**src/rtl/star_bbox_finder.sv**
```systemverilog
// Bounding-box finder: from a bright seed pixel, probes the frame RAM right, left, down and up
// to find the star's extremes and centre, then reports them with a one-cycle done pulse.
module star_bbox_finder #(
  parameter int unsigned X_W       = 3,
  parameter int unsigned Y_W       = 3,
  parameter int unsigned ADDR_W    = 6,
  parameter int unsigned PIX_W     = 3,
  parameter int unsigned X_RES     = 6,
  parameter int unsigned Y_RES     = 6,
  parameter int unsigned THRESHOLD = 0,
  parameter int unsigned RD_LAT    = 1
) (
  input  logic              clk_i,
  input  logic              rst_ni,
  input  logic              start_i,
  input  logic [X_W-1:0]    x_i,
  input  logic [Y_W-1:0]    y_i,
  output logic [ADDR_W-1:0] rd_addr_o,
  input  logic [PIX_W-1:0]  rd_data_i,
  output logic              busy_o,
  output logic              done_o,
  output logic              valid_o,
  output logic [X_W-1:0]    left_o,
  output logic [X_W-1:0]    right_o,
  output logic [X_W-1:0]    mid_x_o,
  output logic [Y_W-1:0]    top_o,
  output logic [Y_W-1:0]    bottom_o,
  output logic [Y_W-1:0]    mid_y_o
);

  localparam logic [X_W-1:0]   XMax = X_W'(X_RES - 1);
  localparam logic [Y_W-1:0]   YMax = Y_W'(Y_RES - 1);
  localparam logic [PIX_W-1:0] Thr  = PIX_W'(THRESHOLD);
  localparam logic [1:0]       Last = 2'(RD_LAT);

  typedef enum logic [2:0] {StIdle, StSeed, StRight, StLeft, StDown, StUp, StDone} state_e;

  state_e         state_q, state_d;
  logic [X_W-1:0] x0_q, x0_d, px_q, px_d, l_q, l_d, r_q, r_d;
  logic [Y_W-1:0] y0_q, y0_d, py_q, py_d, t_q, t_d, b_q, b_d;
  logic [1:0]     cnt_q, cnt_d;
  logic           busy_q, busy_d, done_q, done_d, valid_q, valid_d;
  logic [X_W-1:0] left_q, left_d, right_q, right_d, mid_x_q, mid_x_d;
  logic [Y_W-1:0] top_q, top_d, bottom_q, bottom_d, mid_y_q, mid_y_d;

  logic adv, bright;
  logic go_right, go_left, go_down, go_up, go_done, box_ok;

  assign adv    = (cnt_q == Last);
  assign bright = (rd_data_i > Thr);

  always_comb begin
    state_d  = state_q;
    x0_d     = x0_q;
    y0_d     = y0_q;
    px_d     = px_q;
    py_d     = py_q;
    cnt_d    = cnt_q + 2'd1;
    l_d      = l_q;
    r_d      = r_q;
    t_d      = t_q;
    b_d      = b_q;
    busy_d   = busy_q;
    done_d   = 1'b0;
    valid_d  = valid_q;
    left_d   = left_q;
    right_d  = right_q;
    mid_x_d  = mid_x_q;
    top_d    = top_q;
    bottom_d = bottom_q;
    mid_y_d  = mid_y_q;
    go_right = 1'b0;
    go_left  = 1'b0;
    go_down  = 1'b0;
    go_up    = 1'b0;
    go_done  = 1'b0;
    box_ok   = 1'b0;

    unique case (state_q)
      StIdle: begin
        cnt_d = 2'd0;
        if (start_i) begin
          x0_d   = x_i;
          y0_d   = y_i;
          busy_d = 1'b1;
          if (x_i > XMax || y_i > YMax) begin
            go_done = 1'b1;
          end else begin
            state_d = StSeed;
            px_d    = x_i;
            py_d    = y_i;
          end
        end
      end
      StSeed: if (adv) begin
        if (!bright) begin
          go_done = 1'b1;
        end else begin
          l_d      = x0_q;
          r_d      = x0_q;
          t_d      = y0_q;
          b_d      = y0_q;
          go_right = 1'b1;
        end
      end
      StRight: if (adv) begin
        if (bright) r_d = px_q;
        if (!bright || px_q == XMax) go_left = 1'b1;
        else begin
          px_d  = px_q + 1'b1;
          cnt_d = 2'd0;
        end
      end
      StLeft: if (adv) begin
        if (bright) l_d = px_q;
        if (!bright || px_q == '0) go_down = 1'b1;
        else begin
          px_d  = px_q - 1'b1;
          cnt_d = 2'd0;
        end
      end
      StDown: if (adv) begin
        if (bright) b_d = py_q;
        if (!bright || py_q == YMax) go_up = 1'b1;
        else begin
          py_d  = py_q + 1'b1;
          cnt_d = 2'd0;
        end
      end
      StUp: if (adv) begin
        if (bright) t_d = py_q;
        if (!bright || py_q == '0) begin
          go_done = 1'b1;
          box_ok  = 1'b1;
        end else begin
          py_d  = py_q - 1'b1;
          cnt_d = 2'd0;
        end
      end
      StDone: begin
        state_d = StIdle;
        cnt_d   = 2'd0;
      end
      default: state_d = StIdle;
    endcase

    // Phases with no pixels to probe are skipped in the same cycle, so probes run back to back.
    if (go_right) begin
      if (x0_q == XMax) go_left = 1'b1;
      else begin
        state_d = StRight;
        px_d    = x0_q + 1'b1;
        py_d    = y0_q;
        cnt_d   = 2'd0;
      end
    end
    if (go_left) begin
      if (x0_q == '0) go_down = 1'b1;
      else begin
        state_d = StLeft;
        px_d    = x0_q - 1'b1;
        py_d    = y0_q;
        cnt_d   = 2'd0;
      end
    end
    if (go_down) begin
      px_d = X_W'(({1'b0, l_d} + {1'b0, r_d}) >> 1);
      if (y0_q == YMax) go_up = 1'b1;
      else begin
        state_d = StDown;
        py_d    = y0_q + 1'b1;
        cnt_d   = 2'd0;
      end
    end
    if (go_up) begin
      if (y0_q == '0) begin
        go_done = 1'b1;
        box_ok  = 1'b1;
      end else begin
        state_d = StUp;
        py_d    = y0_q - 1'b1;
        cnt_d   = 2'd0;
      end
    end
    if (go_done) begin
      state_d = StDone;
      done_d  = 1'b1;
      busy_d  = 1'b0;
      valid_d = box_ok;
      if (box_ok) begin
        left_d   = l_d;
        right_d  = r_d;
        top_d    = t_d;
        bottom_d = b_d;
        mid_x_d  = X_W'(({1'b0, l_d} + {1'b0, r_d}) >> 1);
        mid_y_d  = Y_W'(({1'b0, t_d} + {1'b0, b_d}) >> 1);
      end
    end
  end

  always_ff @(posedge clk_i or negedge rst_ni) begin
    if (!rst_ni) begin
      state_q  <= StIdle;
      x0_q     <= '0;
      y0_q     <= '0;
      px_q     <= '0;
      py_q     <= '0;
      cnt_q    <= '0;
      l_q      <= '0;
      r_q      <= '0;
      t_q      <= '0;
      b_q      <= '0;
      busy_q   <= 1'b0;
      done_q   <= 1'b0;
      valid_q  <= 1'b0;
      left_q   <= '0;
      right_q  <= '0;
      mid_x_q  <= '0;
      top_q    <= '0;
      bottom_q <= '0;
      mid_y_q  <= '0;
    end else begin
      state_q  <= state_d;
      x0_q     <= x0_d;
      y0_q     <= y0_d;
      px_q     <= px_d;
      py_q     <= py_d;
      cnt_q    <= cnt_d;
      l_q      <= l_d;
      r_q      <= r_d;
      t_q      <= t_d;
      b_q      <= b_d;
      busy_q   <= busy_d;
      done_q   <= done_d;
      valid_q  <= valid_d;
      left_q   <= left_d;
      right_q  <= right_d;
      mid_x_q  <= mid_x_d;
      top_q    <= top_d;
      bottom_q <= bottom_d;
      mid_y_q  <= mid_y_d;
    end
  end

  // Truncating each operand to ADDR_W gives the same low bits as the full-width product.
  assign rd_addr_o = ADDR_W'(py_q) * ADDR_W'(X_RES) + ADDR_W'(px_q);
  assign busy_o    = busy_q;
  assign done_o    = done_q;
  assign valid_o   = valid_q;
  assign left_o    = left_q;
  assign right_o   = right_q;
  assign mid_x_o   = mid_x_q;
  assign top_o     = top_q;
  assign bottom_o  = bottom_q;
  assign mid_y_o   = mid_y_q;

endmodule

```
**config.mk**
```make
export PLATFORM = sky130hd
export DESIGN_NAME = star_bbox_finder
export DESIGN_NICKNAME = d
export VERILOG_FILES = /design/src/rtl/star_bbox_finder.sv
export SDC_FILE = /design/constraint.sdc
export NUM_CORES = 1
export LEC_CHECK = 0
export BUFFER_PORTS_ARGS = -buffer_cell sky130_fd_sc_hd__buf_2
export CELL_PAD_IN_SITES_DETAIL_PLACEMENT = 1
export CELL_PAD_IN_SITES_GLOBAL_PLACEMENT = 2
export CORE_AREA = 2 2 103 145
export DETAILED_ROUTE_END_ITERATION = 10
export DIE_AREA = 0 0 105 147
export PLACE_DENSITY = 0.63
export SLEW_MARGIN = 20
export SYNTH_ARGS = -nofsm -noshare
export SYNTH_HDL_FRONTEND = slang
export SYNTH_SLANG_ARGS = --single-unit
```
**constraint.sdc**
```tcl
create_clock -name clk_i -period 3.1 [get_ports clk_i]
set_input_delay 0.62 -clock clk_i [delete_from_list [all_inputs] [get_ports clk_i]]
set_output_delay 0.62 -clock clk_i [all_outputs]
set_load 0.03 [all_outputs]
```
==> results.md <==
- The endpoint identified for the worst register-to-register timing path is px_q[2].
- The total negative slack is 0 ns.
- In this run the top signal layer used is met4.
- The worst setup path is launched from a flop.
- Averaged over all synthesized cells, the footprint is 9.11 um2.
- TritonCTS built the clock tree.
- The top flip-flop cell by instance count after synthesis is dfrtp_1.
- The detailed router placed 3079 vias in this run.
- Buffers inserted during clock tree synthesis total 5.
- The die covers 15400 um2.
- The count of nets after finishing is 470.
- The setup check on the worst reg-to-reg path leaves a slack of 0.32 ns.
- The number of cells on the worst reg-to-reg path is 10.
- Max-cap violations in this run came to 0.
- The total congestion overflow after global routing is 0.
- The hold violation total from the final report was 0.
- The origin of the critical flop-to-flop path is cnt_q[1].
- The worst setup slack after placement is 0.213 ns.
- Wires add up to 11400 um.
- The H-tree was split into 2 levels.
- Headroom to the max-slew limit came out at 57.4%.
- Clock-pin slew was measured on the worst setup and hold paths at 0.07 ns.
- The cell area power density is 1100 nW/um2.
- The minimum setup slack in the final design is 0.214 ns.
- The first global-routing pass estimated 18400 um of wire.
- Across every metal layer, demand over resource in global routing totals 15.4%.
- The average wire per standard cell is 18.5 um.
- The synthesized instance count is 382.
- For this block, wires on met1 add up to 5180 um.
- The number of max-slew violations in the final report was 0.
- Using the TritonRoute via totals, the vias-per-cell ratio works out to 4.98.
- In this run, post-CTS hold repair placed 0 buffers.
- Of the available clock period, the critical path in the final layout requires 93.1%.
- The post-synthesis instance area is 3480 um2.
- The arrival time at the worst endpoint is 2.27 ns.
- The data required time at the worst endpoint is 2.48 ns.
- The transition time at the pin with the least slew margin is 0.638 ns.
- The buffer levels on the longest clock path is 2.
- The type of destination of the critical path is an output port.
- The flip-flop and latch count after synthesis is 50.
- The number of design-rule violations left by the first detailed-router iteration is 149.
- Once the floorplan was initialized, standard cells occupied 24.5% of the core.
- The final weighted congestion of routability-driven global placement is 0.811.
- Compared with the post-synthesis result, the final layout area differs by 19.5%.
- Among all stages on the critical path, the largest delay is contributed by dfrtp_1.
- The highest clock rate is 0.347 GHz.
- In this run the static leakage power is 1.86 nW.
- The number of antenna violations at the first check in global routing came to 0.
- The detail route stage leaves a number of antenna-violating nets equal to 0.
- Setup violations remaining at the end of the flow were counted as 0.
- After synthesis, the cell types taking the most area are dfrtp_1 36%, ha_1 9.3%, nand2_1 4.2%, mux2_2 3.9%, o21ai_0 3.7%.
- The critical path in this run is classified as reg2out.
- Counting every net in the synthesized netlist gives 424.
- Pin placement for this block handled 39 I/O pins.
- The placed instance count is 610.
- IR analysis of the VDD net gives a maximum drop of 399 uV.
- The length of the first detailed-routing pass in iterations is 4.
- The stage delay of the slowest cell on the critical path is 0.54 ns.
- Along the worst path, the maximum fanout reaches 7.
- The critical path goes through inv_1 > ha_1 > fa_1 > nand3_1 > xor2_1 > buf_2.
- The root buffer cell chosen for the clock tree is clkbuf_16.
- Entering global routing, the biggest net connects 51 pins.
- In the detailed route, the total length drawn on met3 is 300 um.
- The number of rows in the core area is 52.
- The share of synthesized flip-flops with an asynchronous set or reset is 100%.
- Setup repair after global routing left no endpoint under its margin.
- The height of the die is 147 um.
- In this run the tool buffered the top-level ports with 38 buffer cells.
- The number of global-route vias before repair is 3222.
- The run finished with clean final reports.
- 0 antenna diodes ended up in the layout.
- The final critical delay including setup and external delays is 2.89 ns.
- The synthesized netlist contains 63 unique library cells.
- The post-synthesis sequential area ratio is 35.9%.
- The synthesized design contains 0 enable-type register cells.
- dfrtp_1 takes more of the synthesized area than any other cell.
- Across the routed clock network, the largest skew measured is 0.00702 ns.
- For the worst-skew pair, the clock arrives at the later sink with an insertion delay of 0.30 ns.
- The clock sink count is 50.
- Yosys printed 0 warnings.
- In the detailed route, the total length drawn on met2 is 5680 um.
- The final instance count without filler cells is 618.
- The share of the synthesized area in the top cell type is 35.9%.
- From left edge to right edge, the die measures 105 um.
- The final HPWL from detailed placement is 8930 um.
- In the final layout, the share of cells above drive strength 1 is 21.4%.
- After detailed routing, the number of remaining DRC violations is 0.
- The type of the worst min-delay path is in2async.
- The area inside the core boundary is 14200 um2.
[critical path, delay by kind of cell (launching register included)]
family	cells	cell delay, ns
buffers and inverters	2	0.37
adder cells (fa/ha/maj)	2	0.79
AND/OR/NAND/NOR	1	0.12
flip-flops	1	0.54
XOR/XNOR	1	0.15
[flip-flops by register name (all words and copies together), names as in the netlist]
register,flops
b_q,3
x0_q,3
bottom_o,3
right_o,3
valid_o,1
done_o,1
px_q,3
top_o,3
r_q,3
l_q,3
t_q,3
py_q,3
left_o,3
mid_y_o,3
busy_o,1
state_q,3
mid_x_o,3
y0_q,3
cnt_q,2
[cell type report]
class / count / area (um2)
tap: 189 / 236
clock inverter: 2 / 37.5
clock buffer: 6 / 129
sequential: 50 / 1250
fill: 1699 / 10000
timing repair buffer: 60 / 368
multi-input combinational: 293 / 2070
inverter: 18 / 67.6
[cells by family after synthesis]
family | count (synthesis) | synth area share, %
flops | 50 | 35.9
compound gates | 107 | 20.3
simple gates | 132 | 20.1
buf+inv | 39 | 4.96
xor+xnor | 7 | 1.76
fa+ha+maj | 30 | 11.6
mux | 17 | 5.32
[placed cells by master, fill, tap and decap left out, drive strengths merged, types with 3 or more instances in the layout]
master  instances
buf            60
a31oi           3
nor4            6
o21ai          34
o31ai           3
or3             3
mux2i           5
a22oi           7
a211oi          4
nand3          10
a21o            3
a21oi          26
mux2           12
clkbuf          6
o31a            3
xor2            5
nand2b          9
nand2          39
ha             26
o211ai          4
nor2           26
fa              4
inv            18
dfrtp          50
nor2b           6
nor3b           3
and2            7
o21a            3
nand4           5
nor3           10
[power by group]
group / switching, mW / internal [mW] / leakage (nW)
clock network: 0.262 / 0.382 / 0.0771
logic: 1.70 / 1.01 / 1.14
registers: 0.319 / 0.914 / 0.640
total: 2.28 / 2.31 / 1.86
[worst max path at each step]
stage / from / to / slack, ns / cells past startpoint
detailed placement: rd_data_i[0] / px_q[2] / 0.21 / 9
CTS: py_q[1] / rd_addr_o[5] / 0.17 / 6
floorplan: rd_data_i[0] / px_q[2] / 0.46 / 10
global route: cnt_q[1] / mid_y_o[2] / 0.03 / 8
global placement: rd_data_i[0] / mid_x_o[1] / 0.28 / 9
finish: py_q[1] / rd_addr_o[5] / 0.21 / 6
[timing repair]
action                                 4_1_cts  5_1_grt
resized for setup                            0        2
setup endpoints to repair                    0        2
endpoints found under the hold margin        0        0
buffers inserted                             0        0
[Yosys cell counts, drive strengths merged, types with 4 or more instances]
| master | n |
|---|---|
| inv | 18 |
| nand4 | 5 |
| nand2b | 9 |
| buf | 14 |
| dfrtp | 50 |
| a22oi | 7 |
| clkbuf | 7 |
| mux2 | 12 |
| ha | 26 |
| nor3 | 10 |
| nor2b | 6 |
| nor4 | 6 |
| o211ai | 4 |
| and2 | 7 |
| mux2i | 5 |
| nand2 | 39 |
| xor2 | 5 |
| a21oi | 26 |
| nand3 | 10 |
| a211oi | 4 |
| o21ai | 34 |
| nor2 | 26 |
| fa | 4 |
[per-layer routing]
layer,vias up,global-route usage [%]
li1,1466,-
met1,1539,19.7
met2,60,26.5
met3,14,1.91
met4,0,5.60
met5,-,0
[per-stage QoR]
| stage | util (%) | area, um2 | hold slack [ns] | power, mW |
|---|---|---|---|---|
| after floorplan | - | 3480 | 0.324 | 3.08 |
| after detailed placement | 28.1 | 3980 | 0.459 | 3.97 |
| after CTS | 29.3 | 4150 | 0.317 | 4.65 |
| after global routing | 29.3 | 4160 | 0.326 | 4.99 |
| after global placement | 28.1 | 3980 | 0.446 | 3.93 |
| final | 29.3 | 4160 | 0.296 | 4.59 |
No activity file was read; power rests on OpenSTA's default activity.
